`config.mk`:
```
export PLATFORM = sky130hd
export DESIGN_NAME = pixel_stream_buf_flat
export DESIGN_NICKNAME = d
export VERILOG_FILES = /design/src/rtl/pixel_stream_buf_pkg.sv /design/src/rtl/pixel_stream_buf_if.sv /design/src/rtl/pixel_stream_buf_sync_fifo.sv /design/src/rtl/pixel_stream_buf.sv /design/src/flat_wrapper.sv
export SDC_FILE = /design/constraint.sdc
export NUM_CORES = 1
export LEC_CHECK = 0
export BUFFER_PORTS_ARGS = -buffer_cell sky130_fd_sc_hd__buf_2
export CELL_PAD_IN_SITES_DETAIL_PLACEMENT = 0
export CELL_PAD_IN_SITES_GLOBAL_PLACEMENT = 1
export CORE_UTILIZATION = 30
export CTS_CLUSTER_SIZE = 24
export DETAILED_ROUTE_END_ITERATION = 6
export HOLD_SLACK_MARGIN = 0.02
export PLACE_DENSITY = 0.47
export SLEW_MARGIN = 20
export SYNTH_ARGS = -nofsm -noshare
export SYNTH_HDL_FRONTEND = slang
export SYNTH_SLANG_ARGS = --single-unit
```
`constraint.sdc`:
```
create_clock -name HCLK -period 6.9 [get_ports HCLK]
set_input_delay 0.345 -clock HCLK [delete_from_list [all_inputs] [get_ports HCLK]]
set_output_delay 0.345 -clock HCLK [all_outputs]
set_load 0.05 [all_outputs]
```
`src/rtl/pixel_stream_buf_pkg.sv`:
```
// Purpose: shared types and constants for the pixel stream buffer.
// Latency: n/a (types only).
// Backpressure: n/a.
// Contents: FSM state enum, 51-bit FIFO entry layout, default image size,
//           counter-width helper.
package pixel_stream_buf_pkg;

  localparam int DEFAULT_WIDTH  = 768;
  localparam int DEFAULT_HEIGHT = 512;

  localparam int PIX_W   = 48;         // two RGB888 pixels per beat
  localparam int ENTRY_W = PIX_W + 3;  // data + sof/eol/eof tags

  typedef enum logic [1:0] {
    IDLE,
    STREAM,
    FLUSH,
    DONE
  } state_t;

  // Tags sit above the pixel data; data keeps BMP byte order (B0 in [7:0]).
  typedef struct packed {
    logic             sof;
    logic             eol;
    logic             eof;
    logic [PIX_W-1:0] data;
  } entry_t;

  // Bits needed to count 0..range-1; never less than one bit.
  function automatic int cnt_w(input int range);
    return (range > 1) ? $clog2(range) : 1;
  endfunction

endpackage

```
`src/rtl/pixel_stream_buf_if.sv`:
```
// Purpose: pixel input beat plus tagged output stream of the pixel buffer.
// Latency: n/a (wiring only).
// Backpressure: out_ready stalls the output side; the input side has none.
// Ports: data_write + DATA_{R,G,B}{0,1} in; out_valid/out_ready/out_data,
//        out_sof/out_eol/out_eof, overflow, frame_done out (slave = buffer).
interface pixel_stream_buf_if;
  import pixel_stream_buf_pkg::*;

  logic             data_write;
  logic [7:0]       DATA_R0;
  logic [7:0]       DATA_G0;
  logic [7:0]       DATA_B0;
  logic [7:0]       DATA_R1;
  logic [7:0]       DATA_G1;
  logic [7:0]       DATA_B1;
  logic             out_valid;
  logic             out_ready;
  logic [PIX_W-1:0] out_data;
  logic             out_sof;
  logic             out_eol;
  logic             out_eof;
  logic             overflow;
  logic             frame_done;

  modport master (
    output data_write, DATA_R0, DATA_G0, DATA_B0, DATA_R1, DATA_G1, DATA_B1,
    output out_ready,
    input  out_valid, out_data, out_sof, out_eol, out_eof, overflow, frame_done
  );

  modport slave (
    input  data_write, DATA_R0, DATA_G0, DATA_B0, DATA_R1, DATA_G1, DATA_B1,
    input  out_ready,
    output out_valid, out_data, out_sof, out_eol, out_eof, overflow, frame_done
  );

endinterface

```
`src/rtl/pixel_stream_buf_sync_fifo.sv`:
```
// Purpose: generic synchronous FIFO, register-array storage.
// Latency: write on cycle N is visible at rdata/!empty on cycle N+1.
// Backpressure: full blocks push unless a pop happens in the same cycle.
// Ports: HCLK, HRESETn; push/wdata in; pop in; rdata (head), full, empty out.
module sync_fifo #(
  parameter int WIDTH = 51,
  parameter int DEPTH = 16
) (
  input  logic             HCLK,
  input  logic             HRESETn,
  input  logic             push,
  input  logic [WIDTH-1:0] wdata,
  input  logic             pop,
  output logic [WIDTH-1:0] rdata,
  output logic             full,
  output logic             empty
);

  localparam int AW = $clog2(DEPTH);
  localparam logic [AW:0] FULL_CNT = (AW+1)'(DEPTH);

  logic [WIDTH-1:0] mem [DEPTH];
  logic [AW-1:0]    wr_ptr;
  logic [AW-1:0]    rd_ptr;
  logic [AW:0]      count;
  logic             do_push;
  logic             do_pop;

  assign empty   = (count == '0);
  assign full    = (count == FULL_CNT);
  assign do_pop  = pop && !empty;
  // When full, the slot being written is the one popped this cycle; the
  // read below sees the old contents because the write lands at the edge.
  assign do_push = push && (!full || do_pop);
  assign rdata   = mem[rd_ptr];

  always_ff @(posedge HCLK) begin
    if (do_push) begin
      mem[wr_ptr] <= wdata;
    end
  end

  // Pointers wrap naturally because DEPTH is a power of two.
  always_ff @(posedge HCLK or negedge HRESETn) begin
    if (!HRESETn) begin
      wr_ptr <= '0;
      rd_ptr <= '0;
      count  <= '0;
    end else begin
      if (do_push) wr_ptr <= wr_ptr + AW'(1);
      if (do_pop)  rd_ptr <= rd_ptr + AW'(1);
      case ({do_push, do_pop})
        2'b10:   count <= count + (AW+1)'(1);
        2'b01:   count <= count - (AW+1)'(1);
        default: count <= count;
      endcase
    end
  end

endmodule

```
`src/rtl/pixel_stream_buf.sv`:
```
// Purpose: buffers one frame of two-pixel beats and tags sof/eol/eof.
// Latency: beat written on cycle N appears at out_valid on cycle N+1.
// Backpressure: out_ready stalls output; input beats that cannot fit are dropped (sticky overflow).
// Ports: HCLK, HRESETn (async, active-low); bus = pixel_stream_buf_if.slave
//        carrying data_write/DATA_*, out_valid/out_ready/out_data, sidebands,
//        overflow and frame_done.
module pixel_stream_buf
  import pixel_stream_buf_pkg::*;
#(
  parameter int WIDTH  = DEFAULT_WIDTH,
  parameter int HEIGHT = DEFAULT_HEIGHT,
  parameter int DEPTH  = 16
) (
  input logic               HCLK,
  input logic               HRESETn,
  pixel_stream_buf_if.slave bus
);

  localparam int BEATS = WIDTH * HEIGHT / 2;
  localparam int COL_W = cnt_w(WIDTH);
  localparam int ROW_W = cnt_w(HEIGHT);
  localparam int CNT_W = cnt_w(BEATS);
  localparam logic [COL_W-1:0] COL_LAST = COL_W'(WIDTH - 2);
  localparam logic [CNT_W-1:0] CNT_LAST = CNT_W'(BEATS - 1);

  state_t             state_q;
  state_t             state_d;
  logic [COL_W-1:0]   in_col;
  logic [ROW_W-1:0]   in_row;
  logic [CNT_W-1:0]   in_cnt;
  logic [COL_W-1:0]   cur_col;
  logic [ROW_W-1:0]   cur_row;
  logic [CNT_W-1:0]   cur_cnt;
  logic               overflow_q;
  logic               take;
  logic               push;
  logic               pop;
  logic               drop;
  logic               last_beat;
  logic               fifo_full;
  logic               fifo_empty;
  entry_t             wr_entry;
  entry_t             rd_entry;
  logic [ENTRY_W-1:0] rd_raw;

  // A write in IDLE starts a fresh frame, so it is tagged from zeroed counters.
  assign cur_col = (state_q == IDLE) ? '0 : in_col;
  assign cur_row = (state_q == IDLE) ? '0 : in_row;
  assign cur_cnt = (state_q == IDLE) ? '0 : in_cnt;

  assign take      = bus.data_write && ((state_q == IDLE) || (state_q == STREAM));
  assign pop       = !fifo_empty && bus.out_ready;
  assign push      = take && (!fifo_full || pop);
  assign drop      = bus.data_write && !push;
  assign last_beat = (cur_cnt == CNT_LAST);

  always_comb begin
    wr_entry      = '0;
    wr_entry.sof  = (cur_cnt == '0);
    wr_entry.eol  = (cur_col == COL_LAST);
    wr_entry.eof  = last_beat;
    wr_entry.data = {bus.DATA_R1, bus.DATA_G1, bus.DATA_B1,
                     bus.DATA_R0, bus.DATA_G0, bus.DATA_B0};
  end

  sync_fifo #(
    .WIDTH (ENTRY_W),
    .DEPTH (DEPTH)
  ) u_fifo (
    .HCLK    (HCLK),
    .HRESETn (HRESETn),
    .push    (push),
    .wdata   (wr_entry),
    .pop     (pop),
    .rdata   (rd_raw),
    .full    (fifo_full),
    .empty   (fifo_empty)
  );

  assign rd_entry = entry_t'(rd_raw);

  // Outputs are gated by !empty so stale storage never leaks out.
  assign bus.out_valid  = !fifo_empty;
  assign bus.out_data   = fifo_empty ? '0 : rd_entry.data;
  assign bus.out_sof    = !fifo_empty && rd_entry.sof;
  assign bus.out_eol    = !fifo_empty && rd_entry.eol;
  assign bus.out_eof    = !fifo_empty && rd_entry.eof;
  assign bus.overflow   = overflow_q;
  assign bus.frame_done = (state_q == DONE);

  always_ff @(posedge HCLK or negedge HRESETn) begin
    if (!HRESETn) begin
      state_q <= IDLE;
    end else begin
      state_q <= state_d;
    end
  end

  always_comb begin
    state_d = state_q;
    case (state_q)
      IDLE:   if (bus.data_write) state_d = last_beat ? FLUSH : STREAM;
      STREAM: if (bus.data_write && last_beat) state_d = FLUSH;
      // Empty in FLUSH only happens if the eof beat itself was dropped;
      // finishing then keeps the block from waiting forever for it.
      FLUSH:  if ((pop && rd_entry.eof) || fifo_empty) state_d = DONE;
      DONE:   state_d = IDLE;
      default: state_d = IDLE;
    endcase
  end

  // Counters advance on every accepted-or-dropped beat of the frame so the
  // eol/eof positions stay aligned with the image even after a drop.
  always_ff @(posedge HCLK or negedge HRESETn) begin
    if (!HRESETn) begin
      in_col <= '0;
      in_row <= '0;
      in_cnt <= '0;
    end else if (take) begin
      in_cnt <= cur_cnt + CNT_W'(1);
      if (cur_col == COL_LAST) begin
        in_col <= '0;
        in_row <= cur_row + ROW_W'(1);
      end else begin
        in_col <= cur_col + COL_W'(2);
        in_row <= cur_row;
      end
    end
  end

  always_ff @(posedge HCLK or negedge HRESETn) begin
    if (!HRESETn) begin
      overflow_q <= 1'b0;
    end else if (drop) begin
      overflow_q <= 1'b1;
    end else if ((state_q == IDLE) && bus.data_write) begin
      overflow_q <= 1'b0;
    end
  end

endmodule

```
`src/flat_wrapper.sv`:
```
// flat-port wrapper written by rule: the top's interface ports become plain ports
module pixel_stream_buf_flat import pixel_stream_buf_pkg::*;
#(
  parameter int WIDTH  = DEFAULT_WIDTH,
  parameter int HEIGHT = DEFAULT_HEIGHT,
  parameter int DEPTH  = 16
)
  (HCLK, HRESETn, bus_data_write, bus_DATA_R0, bus_DATA_G0, bus_DATA_B0, bus_DATA_R1, bus_DATA_G1, bus_DATA_B1, bus_out_ready, bus_out_valid, bus_out_data, bus_out_sof, bus_out_eol, bus_out_eof, bus_overflow, bus_frame_done);
  pixel_stream_buf_if bus_i ();
  input logic HCLK;
  input logic HRESETn;
  input wire logic [$bits(bus_i.data_write)-1:0] bus_data_write;
  input wire logic [$bits(bus_i.DATA_R0)-1:0] bus_DATA_R0;
  input wire logic [$bits(bus_i.DATA_G0)-1:0] bus_DATA_G0;
  input wire logic [$bits(bus_i.DATA_B0)-1:0] bus_DATA_B0;
  input wire logic [$bits(bus_i.DATA_R1)-1:0] bus_DATA_R1;
  input wire logic [$bits(bus_i.DATA_G1)-1:0] bus_DATA_G1;
  input wire logic [$bits(bus_i.DATA_B1)-1:0] bus_DATA_B1;
  input wire logic [$bits(bus_i.out_ready)-1:0] bus_out_ready;
  output wire logic [$bits(bus_i.out_valid)-1:0] bus_out_valid;
  output wire logic [$bits(bus_i.out_data)-1:0] bus_out_data;
  output wire logic [$bits(bus_i.out_sof)-1:0] bus_out_sof;
  output wire logic [$bits(bus_i.out_eol)-1:0] bus_out_eol;
  output wire logic [$bits(bus_i.out_eof)-1:0] bus_out_eof;
  output wire logic [$bits(bus_i.overflow)-1:0] bus_overflow;
  output wire logic [$bits(bus_i.frame_done)-1:0] bus_frame_done;
  assign bus_i.data_write = bus_data_write;
  assign bus_i.DATA_R0 = bus_DATA_R0;
  assign bus_i.DATA_G0 = bus_DATA_G0;
  assign bus_i.DATA_B0 = bus_DATA_B0;
  assign bus_i.DATA_R1 = bus_DATA_R1;
  assign bus_i.DATA_G1 = bus_DATA_G1;
  assign bus_i.DATA_B1 = bus_DATA_B1;
  assign bus_i.out_ready = bus_out_ready;
  assign bus_out_valid = bus_i.out_valid;
  assign bus_out_data = bus_i.out_data;
  assign bus_out_sof = bus_i.out_sof;
  assign bus_out_eol = bus_i.out_eol;
  assign bus_out_eof = bus_i.out_eof;
  assign bus_overflow = bus_i.overflow;
  assign bus_frame_done = bus_i.frame_done;
  pixel_stream_buf #(.WIDTH(WIDTH), .HEIGHT(HEIGHT), .DEPTH(DEPTH)) u_core (.HCLK(HCLK), .HRESETn(HRESETn), .bus(bus_i));
endmodule
```
==> impl_summary.md, run 1 <==
Layout
The count of cells in the finished layout, fillers not included, comes to 3225. Summing all flip-flop and latch instances after layout gives about 26000 um^2. The multi-input combinational cells in the finished layout cover a total of 7820 um^2.

After routing the design area is between 30000 and 40000 um^2. The antenna cell count is 0. From synthesis to final layout, the design area changed by 16.3%. Of the cells placed in the final design, the portion with a size suffix greater than 1 is 29.1%. The number of filler cells placed in the layout is 10.3k. The final layout contains roughly 1.7k nets.

Clocking
The total setup buffers inserted after CTS is 0. TritonCTS built the clock tree. The count of cells resized by post-cts repair is 0. The clock sink total is 860. For the worst-skew pair, the clock arrives at the later sink with an insertion delay of 0.66 ns.

The H-tree generated during clock tree synthesis spans 3 levels. The clock-pin transition on the worst setup and hold timing paths is roughly 0.06 ns. The number of hold buffers added after CTS was 8.

The clock root buffer is clkbuf_16. The TritonCTS buffer count is 96. Counting along the longest clock path gives a buffer depth of 3.

Global route
After global routing the overflow that remains totals 0. The number of antenna violations at the first check in global routing was 3. The maximum number of pins on one net before global-route repair is approximately 130. The total global-route track usage is 14.1%.

The number of global-route vias before repair is approximately 16k. The first global-routing pass estimated around 120000 um of wire.

Setup path
The critical path crosses 5 cells after its start point. The cell class contributing the biggest share of worst-path delay is multiplexers. The maximum fanout count along the critical path is 36.

The origin of the worst setup path is u_core.u_fifo.rd_ptr[0]. The type of the worst setup path is reg2out. The nature of the critical path endpoint is an output pin.

In this run the critical register-to-register path is launched from u_core.state_q[0]. The total buffers and inverters traversed by the critical path is 2. The data required time at the worst endpoint is about 6.6 ns.

For the worst flop-to-flop path, the logic depth is 9. The worst setup path is launched from a register. The highest-delay cell along the critical path is dfrtp_4. Walking the worst path, the cells encountered are buf_4 > mux4_1 > mux4_2 > and2_1 > buf_2. The delay of the slowest cell on the worst path is between 0.9 and 1 ns. The worst endpoint data arrival time is 3.83 ns.

Synth
Counting flops and latches in the post-synthesis netlist gives 860. Of all flip-flops after synthesis, the portion carrying an async set or reset was 5.12%. Sequential elements use roughly three quarters of the synthesized area. The cell count after synthesis is between 1k and 1.5k.

The post-synthesis cell type count is 51. The count of warnings emitted by yosys is 0. The predominant post-synthesis flop cell is edfxtp_1. The total standard cell area after synthesis is roughly 34000 um^2. Averaged over all synthesized cells, the footprint is 22.9 um^2. The number of nets handed over by synthesis was roughly 1.6k. The number of flops mapped to enable cells by yosys is 816.

Floorplanning
The core region is 111000 um^2. In this run the horizontal extent of the chip is 338 um. The die footprint is ~110000 um^2. The height of the chip is about 340 um. The number of ports placed on the die boundary is 106.

Row generation in the floorplan step produced 122 rows. For this configuration, the core starts out at a cell density of 30.4%.

STA
The highest attainable clock frequency is 240 MHz. The portion of the clock cycle consumed by the worst path in the final layout is roughly 60%. The count of endpoints failing setup in the final report is 0. Headroom to the max-slew limit came out at between 30% and 40%. The final critical path time including I/O delays and setup is ~4.2 ns.

The hold violation count in the final report is 0. The final count of pins violating max slew is 0. Setup repair after global routing left no endpoint under its margin. The measured slew at the worst slew-check pin is between 0.9 and 1 ns. The final worst slack is 2.73 ns. Setup total negative slack on the finished layout was measured at 0 ns. The maximum clock skew at final layout is roughly 0.023 ns.

Place
The cell total after placement is between 3k and 4k. At the end of routability-driven placement, the weighted congestion stood at a little over 0.7. The worst slack after detailed placement is 2.69 ns. The half-perimeter wire length after placement is 44800 um.

The area of placed instances is about 36000 um^2. The number of buffer cells added on primary ports is roughly 110.

Drt
The via count is 15.3k. After detailed routing, the total wire length is ~80000 um. Dividing the detail-routed via count by the number of cells gives about 4.7. The detail route stage leaves a number of antenna-violating nets equal to 0. The number of iterations in the first detailed-routing pass is 4. For this block, the initial DRC count from the detailed router was around 1.1k. Dividing the detail-routed wire length by the instance count gives about 24 um. For this run, design rule violations remaining after detail routing come to 0.

Hold path
In this run the most critical hold path is launched from bus_DATA_R0[2]. The min-delay analysis places its worst path in the category in2reg. Counting instances, the worst hold path has a depth of 1.

Job
The max-capacitance violation count is 0.

Pwr
The cell leakage power is around 13 nW. The cell area power density is around 430 nW/um^2. The design draws about 17 mW. Across the VDD grid, the largest voltage drop is about 0.00034 V.

Outcome
The flow ran to the end, and the final reports show no timing, DRC or antenna violations.
==> synthesized netlist by cell type (2+ instances only) <==
master    instances  area [um^2]
a21boi_0          2         15.0
a21oi_1           7         35.0
a22o_1            2         17.5
a31oi_1           2         12.5
and2_1           54          338
and3_1            2         12.5
and4b_1           3         30.0
buf_1             8         30.0
buf_12           10          200
buf_2            12         60.1
buf_6             7         78.8
clkbuf_1         40          150
dfrtp_1          44         1100
edfxtp_1        816        24500
ha_1             16          200
inv_1            11         41.3
mux2_2            2         22.5
mux2i_1           7         70.1
mux4_1           56         1470
mux4_2          198         4460
nand2_1          46          173
nand2b_1          5         31.3
nand3_1          11         55.1
nand4_1          10         62.6
nor2_1           24         90.1
nor2b_1           5         31.3
nor3_1           10         50.1
nor3b_1           2         15.0
nor4_1            8         50.1
o21a_1            2         15.0
o21ai_0          15         75.1
o22ai_1           3         18.8
xnor2_1          14          123
xor2_1           11         96.3
==> power breakdown <==
group	total, mW	internal (mW)	switching, mW
Combinational	5.51	2.20	3.31
Clock	4.89	2.83	2.06
Sequential	6.68	6.28	0.402
==> area by class of cell <==
type	instances	area share, %
Sequential cell	860	65.0
Timing Repair Buffer	156	2.69
Clock inverter	54	1.18
Multi-Input combinational cell	532	19.8
Inverter	12	0.114
Clock buffer	123	6.46
Tap cell	1488	4.72
==> flip-flops by register name (all words and copies together), names as in the netlist <==
register and count:
u_core.u_fifo.mem 816, u_core.in_cnt 18, u_core.in_col 10, u_core.u_fifo.count 5, u_core.u_fifo.rd_ptr 4, u_core.u_fifo.wr_ptr 4
u_core.state_q 2, u_core.bus.overflow 1
==> metrics by stage <==
step / utilization, % / hold slack, ns
after floorplan: - / 0.0494
after global placement: 32.6 / 0.459
after detailed placement: 32.6 / 0.462
after CTS: 35.4 / 0.0213
after global routing: 35.4 / 0.0505
final: 35.4 / 0.0778
==> metal layers <==
layer / global-route usage, % / part of all wire (%) / vias to the layer above
met2: 22.3 / 47 / 251
met4: 3.49 / 2.1 / 0
li1: - / - / 6625
met3: 2.39 / 3.2 / 113
met5: 0 / 0 / -
met1: 20.1 / 47 / 8312
==> layout by cell type, fill, tap and decap left out, types with 25 or more instances in the layout <==
| master | Yosys | layout |
|---|---|---|
| edfxtp_1 | 816 | 816 |
| mux4_2 | 198 | 198 |
| buf_2 | 12 | 105 |
| clkbuf_16 | 0 | 98 |
| mux4_1 | 56 | 56 |
| and2_1 | 54 | 54 |
| nand2_1 | 46 | 46 |
| dfrtp_1 | 44 | 40 |
| buf_4 | 1 | 33 |
| clkbuf_1 | 40 | 25 |
==> final timing paths <==
| kind | slack, ns | to |
|---|---|---|
| setup / recovery | 2.73 | bus_out_data[32] |
| hold / removal | 0.08 | u_core.u_fifo.mem[2][18] |
| setup reg to reg | 2.83 | u_core.u_fifo.mem[13][17] |
| hold reg to reg | 0.47 | u_core.in_col[0] |
| max in group asynchronous | 6.08 | u_core.u_fifo.rd_ptr[3] |
| min in group asynchronous | 0.33 | u_core.in_cnt[7] |
==> logic make-up after synthesis <==
kind of cell,count (synthesis),synth area share [%]
fa+ha+maj,16,0.591
compound gates,41,0.768
flops,860,75.6
simple gates,186,2.92
buf+inv,90,1.69
mux,264,17.8
xor+xnor,25,0.646
(Power assumes the default switching activity.)
==> inputs of run 2 (changes only) <==
==> constraint.sdc (replaced) <==
create_clock -name HCLK -period 4 [get_ports HCLK]
set_input_delay 0.2 -clock HCLK [delete_from_list [all_inputs] [get_ports HCLK]]
set_output_delay 0.2 -clock HCLK [all_outputs]
set_load 0.05 [all_outputs]
==> run 2 against run 1 <==
  * Via count rose by 2.4%
  * Largest power group unchanged
  * First-iteration DRC count fell by 14%
  * Clock power rose by 81%
  * Combinational power rose by 77%
  * Worst hold slack got worse by 0.011 ns
  * Core utilization rose by 0.65 points
==> impl_summary.md, run 2 (synthesis results as in run 1) <==
Setup path
Walking the worst path, the cells encountered are buf_4 > mux4_2 > mux4_2 > and2_1 > buf_2. The destination of the worst register-to-register timing path is u_core.u_fifo.mem[3][27]. The length in cells of the worst reg-to-reg path is 8 (-1). The worst setup path is of the reg2out kind. The maximum fanout count along the critical path was 46 (+28%). The cell repeated most along the worst path is mux4_2. The delay of the slowest cell on the worst path came to 0.92 ns (about the same).

The worst setup path is captured at an output pin. The data required time at the worst endpoint is 3.80 ns (-2.75 ns). The total buffers and inverters traversed by the critical path is 2 (unchanged). The register-to-register setup slack was 0.67 ns (-2.16 ns). The most critical setup path has its endpoint at bus_out_data[43]. Tracing the worst setup path back leads to its startpoint at u_core.u_fifo.rd_ptr[1].

The largest individual stage delay along the critical path comes from the cell dfrtp_4. The worst flop-to-flop path startpoint is u_core.state_q[1]. The total stage count of the critical path was 5 (unchanged). The worst endpoint data arrival time is 3.49 ns (-0.34 ns). The cell class contributing the biggest share of worst-path delay is flip-flops. The launching element type of the critical path is a register.

Drt
The average vias per placed instance is 4.78 (+0.65%). The via count is 15.7k (+2.4%). The count of routing violations after the opening detailed-route iteration is 984 (-14%).

The number of remaining DRC errors is 0 (unchanged). The post-detailed-route wirelength per cell is 25.4 um (+3.8%). The antenna violation net count after detailed routing was 0 (unchanged).

The number of iterations in the first detailed-routing pass is 4 (unchanged). The routed wire length is 83400 um (+5.7%).

STA
The measured slew at the worst slew-check pin was 1.02 ns (+0.0414 ns). The final worst slack was 0.310 ns (-2.42 ns). The maximum clock skew at final layout came to 0.0251 ns (+0.00201 ns).

The final count of pins violating max slew came to 0 (unchanged). Setup repair after global routing left no endpoint under its margin. The worst slew margin relative to its limit was 32.3% (-2.5 points). The count of endpoints failing setup in the final report is 0 (unchanged). For this run, the top clock speed supported by timing is approximately 270 MHz. The portion of the clock cycle consumed by the worst path in the final layout is 92.2%.

The worst path in the final design needs a cycle of 3.69 ns, including I/O delays and setup. The hold violation count in the final report is 0 (unchanged).

Global route
The number of global-route vias before repair came to 16.8k (+2.9%). The total global-route track usage is 14.9% (+0.80 points). The final global-route overflow total is 0 (unchanged).

The maximum number of pins on one net before global-route repair is 59 (-54%). The global-route wire length before repair is 121000 um (+3.9%). The number of antenna violations at the first check in global routing is 11 (+8).

Layout
The fraction of layout cells with a size suffix above 1 is 28.5% (-0.60 points). The largest registers in the layout are u_core.u_fifo.mem (816), u_core.in_cnt (18), u_core.in_col (10). The register with the most flip-flops in the final layout is u_core.u_fifo.mem. The number of flip-flops in the largest register was 816 (unchanged). The end-of-flow core utilization is 36.1% (+0.65 points). The library cell used most frequently in the layout, excluding fill and tap cells, is edfxtp_1. The number of nets in the finished design is 1779 (+3.1%).

The top cell types in the final layout, fill and taps aside, are edfxtp_1 (816), mux4_2 (198), buf_2 (105). From synthesis to final layout, the design area changed by 18.5%.

Floorplanning
The height of the chip is 338 um (unchanged). The effective utilization at floorplan was 30.4% (unchanged). The number of cell rows is 122 (unchanged). The die footprint is 114000 um^2 (unchanged). The number of ports placed on the die boundary is 106 (unchanged). The core area is 111000 um^2 (unchanged). The die width is 338 um (unchanged).

Clocking
The CTS H-tree depth is 3 (unchanged). The clock root buffer is clkbuf_16. The TritonCTS buffer count is 97 (+1.0%). The clock sink total came to 860 (unchanged). The buffer levels on the longest clock path came to 3 (unchanged).

The clock-pin transition on the worst setup and hold timing paths is 0.06 ns (about the same). The clock insertion delay at the later pin of the skew report is 0.66 ns (about the same). TritonCTS built the clock tree.

Place
The global placement routability congestion came to 0.708 (-0.23%). The worst slack after detailed placement is 0.660 ns (-2.03 ns). The half-perimeter wire length after placement is 43300 um (-3.3%).

The number of buffer cells added on primary ports was 105 (unchanged).

Outcome
The flow ran to the end, and the final reports show no timing, DRC or antenna violations.

Pwr
The cell area power density is 748 nW/um^2 (+73%). The maximum vdd ir drop is 0.000602 V (+76%). The cell leakage power came to 13.0 nW (+2.5%).

Hold path
In this run the most critical hold path is launched from bus_out_ready. The worst min-delay path category is in2reg.

Job
The max-capacitance violation count was 0 (unchanged).
[run 2: cell types whose count changed in the layout (fill, tap and decap cells not counted), sizes merged]
cell | before | now
inv | 15 | 14
clkinvlp | 3 | 2
dlygate4sd3 | 8 | 50
clkinv | 42 | 40
bufinv | 6 | 11
diode | 0 | 3
buf | 148 | 158
clkbuf | 123 | 124
[run 2: worst min-delay path by stage]
stage	cells after the start	slack, ns	end
CTS	3	0.03	u_core.u_fifo.rd_ptr[0]
finish	3	0.07	u_core.u_fifo.rd_ptr[0]
global placement	2	0.35	u_core.in_cnt[6]
global route	3	0.06	u_core.u_fifo.rd_ptr[0]
floorplan	0	-0.1	u_core.bus.overflow
detailed placement	2	0.35	u_core.in_cnt[10]
[run 2: stage by stage]
stage                     total power [mW]  hold slack (ns)  TNS (ns)  instances  cell area [um^2]
after floorplan                       18.7          -0.0956   -142.49       1482             33900
after global placement                21.6            0.352         0       3050             36500
after detailed placement              21.6            0.352         0       3050             36500
after CTS                             30.6           0.0267         0       3279             40100
after global routing                  31.4           0.0567         0       3281             40100
final                                 30.0           0.0669         0       3282             40100
[run 2: cell type report]
| type | instances | area [um^2] |
|---|---|---|
| Clock inverter | 55 | 534 |
| Sequential cell | 860 | 25600 |
| Clock buffer | 124 | 2610 |
| Timing Repair Buffer | 208 | 1610 |
| Fill cell | 10200 | 71100 |
| Antenna cell | 3 | 7.51 |
| Multi-Input combinational cell | 532 | 7850 |
| Inverter | 12 | 45.0 |
| Tap cell | 1488 | 1860 |
[run 2: where the power goes]
group          switching (mW)  internal, mW
sequential              0.599          10.8
combinational            5.85          3.90
clock                    3.55          5.30
[run 2: per-layer routing]
layer  vias to the layer above  routed length [um]  track usage, %
li1                       6744                   -               -
met1                      8532               38200            20.5
met2                       261               40600            24.3
met3                       129                2790            2.53
met4                         6                1730            3.82
met5                         -                  41               0
[run 2: repair_timing]
| item | CTS | global route |
|---|---|---|
| hold buffers | 50 | 0 |
| gates resized for setup | 0 | 0 |
| endpoints found under the hold margin | 815 | 0 |
| buffers inserted | 0 | 0 |
[run 2: tightest hold or removal path, stage by stage]
cell    delay (ns)
buf_2         0.12
and2_1        0.27
xor2_1        0.10
==> inputs of run 3 (changes only) <==
--- a/config.mk
+++ b/config.mk
@@ -8,6 +8,7 @@
 export BUFFER_PORTS_ARGS = -buffer_cell sky130_fd_sc_hd__buf_2
 export CELL_PAD_IN_SITES_DETAIL_PLACEMENT = 0
 export CELL_PAD_IN_SITES_GLOBAL_PLACEMENT = 1
+export CORE_ASPECT_RATIO = 0.9
 export CORE_UTILIZATION = 30
 export CTS_CLUSTER_SIZE = 24
 export DETAILED_ROUTE_END_ITERATION = 6
==> run 3 against run 2 <==
  * The flow now finishes with violations (DRC)
  * Flip-flop and latch count is the same
  * Combinational power grew 1%
  * Global-route usage grew 0.16 points
  * Sequential power is essentially flat
  * Worst hold slack gained 0.036 ns
  * Largest cell class unchanged
==> impl_summary.md, run 3 (synthesis results as in run 1) <==
STA
The hold violation count in the final report is 0 (unchanged). The final worst slack is 0.434 ns (+0.124 ns). The final critical path time including I/O delays and setup came to 3.57 ns (-0.124 ns).

The maximum clock skew at final layout is 0.0283 ns (+0.00322 ns). The final count of pins violating max slew is 0 (unchanged). The count of endpoints failing setup in the final report came to 0 (unchanged). The measured slew at the worst slew-check pin was 1.01 ns (-0.00778 ns). The highest attainable clock frequency is 280 MHz (+3.5%). The portion of the clock cycle consumed by the worst path in the final layout is 89.1% (-3.1 points). Setup repair after global routing left no endpoint under its margin. The worst slew margin relative to its limit is 32.8% (+0.52 points).

Clocking
The TritonCTS clock tree is yes. The clock sink total is 860 (unchanged). The root buffer cell chosen for the clock tree is clkbuf_16. The clock insertion delay at the later pin of the skew report is 0.65 ns (about the same).

The CTS H-tree depth is 3 (unchanged). The buffer levels on the longest clock path is 3 (unchanged). The TritonCTS buffer count is 95 (-2.1%). The clock-pin transition on the worst setup and hold timing paths came to 0.06 ns (about the same).

Setup path
The launching element type of the critical path is a register. The most critical setup path has its startpoint at u_core.u_fifo.rd_ptr[0]. The worst endpoint data arrival time is 3.37 ns (-0.12 ns). The type of the worst setup path is reg2out. The register-to-register setup slack is 0.82 ns (+0.15 ns).

The maximum fanout count along the critical path is 22 (-52%). STA classifies the critical path endpoint as an output pin. The data required time at the worst endpoint came to 3.80 ns (about the same). The worst flop-to-flop path startpoint is u_core.u_fifo.count[1].

Layout
The total area of multi-input combinational cells came to 7850 um^2 (unchanged). In the final layout, the registers with the most flip-flops are u_core.u_fifo.mem (816), u_core.in_cnt (18), u_core.in_col (10). The antenna cell count is 0 (-3).

The fraction of layout cells with a size suffix above 1 is 29.3% (+0.84 points). The number of flip-flops in the largest register was 816 (unchanged). The end-of-flow core utilization is 35.9% (-0.22 points). The number of nets in the finished design was 1784 (+0.28%). The number of filler cells placed in the layout came to 10.2k (+0.17%).

The area added between synthesis and finish is 18.1%. u_core.u_fifo.mem holds more flip-flops than any other register. The sequential cell area in the final layout was 25600 um^2 (unchanged). In the layout the commonest cells are edfxtp_1 (816), mux4_2 (198), buf_2 (105).

Leaving out fill and tap cells, the most frequent cell in the layout is edfxtp_1.

Drt
The count of routing violations after the opening detailed-route iteration came to 1222 (+24%). The antenna violation net count after detailed routing is 0 (unchanged). The number of iterations in the first detailed-routing pass came to 6 (+2). The number of remaining DRC errors is 6 (+6). The via count was 15.8k (+0.75%). The routed wire length is 84600 um (+1.5%). The average vias per placed instance came to 4.83 (+1.2%). The post-detailed-route wirelength per cell came to 25.9 um (+2.0%).

Floorplanning
The die width came to 356 um (+5.4%). The effective utilization at floorplan is 30.4% (-0.091 points). The number of cell rows is 116 (-4.9%).

The core area was 112000 um^2 (+0.30%). The die footprint is 114000 um^2 (about the same). The number of ports placed on the die boundary came to 106 (unchanged). The height of the chip came to 321 um (-5.1%).

Hold path
The worst min-delay path category is in2reg. The startpoint identified for the worst hold timing path is bus_out_ready.

Global route
The number of global-route vias before repair is 17.1k (+1.3%). The final global-route overflow total came to 0 (unchanged). The maximum number of pins on one net before global-route repair is 54 (-8.5%). The number of antenna violations at the first check in global routing is 6 (-5). The global-route wire length before repair is 123000 um (+2.0%). The total global-route track usage was 15.0% (+0.16 points).

Outcome
The flow ran to the end, but the final reports show violations. The checks that failed: DRC.

Place
The global placement routability congestion is 0.685 (-3.3%). The half-perimeter wire length after placement is 44100 um (+1.9%). The worst slack after detailed placement is 0.903 ns (+0.243 ns).

The number of buffer cells added on primary ports is 105 (unchanged).

Pwr
The cell area power density is 739 nW/um^2 (-1.2%). The cell leakage power came to 12.9 nW (-0.23%). The maximum vdd ir drop is 0.000705 V (+17%).

Job
The max-capacitance violation count is 0 (unchanged).
[run 3: cell count changes in the layout (fill, tap and decap cells not counted), sizes merged]
cell and change:
diode -3, clkinvlp +2, buf +6, dlygate4sd3 +1, bufinv -6, inv +2
clkinv +6, clkbuf -11
[run 3: what timing repair did]
action | 4_1_cts | 5_1_grt
resized for setup | 0 | 0
hold endpoints to repair | 815 | 0
hold buffers | 51 | 0
buffers inserted | 0 | 0
[run 3: area by class of cell]
cell class                      count  share of cell area, %
Inverter                           12                  0.113
Sequential cell                   860                   64.0
Clock inverter                     59                   1.08
Multi-Input combinational cell    532                   19.6
Clock buffer                      113                   6.24
Tap cell                         1475                   4.61
Timing Repair Buffer              215                   4.32
[run 3: routing by layer]
layer  GRT usage, %  up-vias  share of wire (%)
li1               -     6742                  -
met4           3.02        6                1.4
met2           24.6      284                 49
met5              0        -              0.043
met3           2.68       95                3.8
met1           20.9     8663                 46
[run 3: critical path, cell delays in order, from the launching register on]
cell	delay [ns]
dfrtp_4	0.71
buf_4	0.48
mux4_1	0.61
mux4_2	0.48
and2_1	0.18
buf_2	0.21
[run 3: final timing paths]
check	endpoint	cells after the start
worst max register to register	u_core.u_fifo.count[4]	11
worst max-delay path	bus_out_data[39]	5
max in group asynchronous	u_core.in_cnt[8]	3
worst min-delay path	u_core.u_fifo.rd_ptr[0]	3
worst min register to register	u_core.in_cnt[1]	2
min in group asynchronous	u_core.in_cnt[4]	3
[run 3: stage by stage]
| stage | power (mW) | TNS, ns | cell area (um^2) | hold WS (ns) | cells |
|---|---|---|---|---|---|
| floorplan | 18.7 | -142.49 | 33900 | -0.0956 | 1482 |
| global placement | 21.7 | 0 | 36600 | 0.136 | 3043 |
| detailed placement | 21.8 | 0 | 36600 | 0.140 | 3043 |
| CTS | 30.2 | 0 | 40000 | 0.0750 | 3266 |
| global route | 30.9 | 0 | 40000 | 0.0998 | 3266 |
| finish | 29.6 | 0 | 40000 | 0.103 | 3266 |
[run 3: power breakdown]
part	total, mW	switching (mW)	internal, mW
clock network	8.26	3.50	4.76
registers	11.5	0.617	10.8
logic	9.88	5.92	3.96
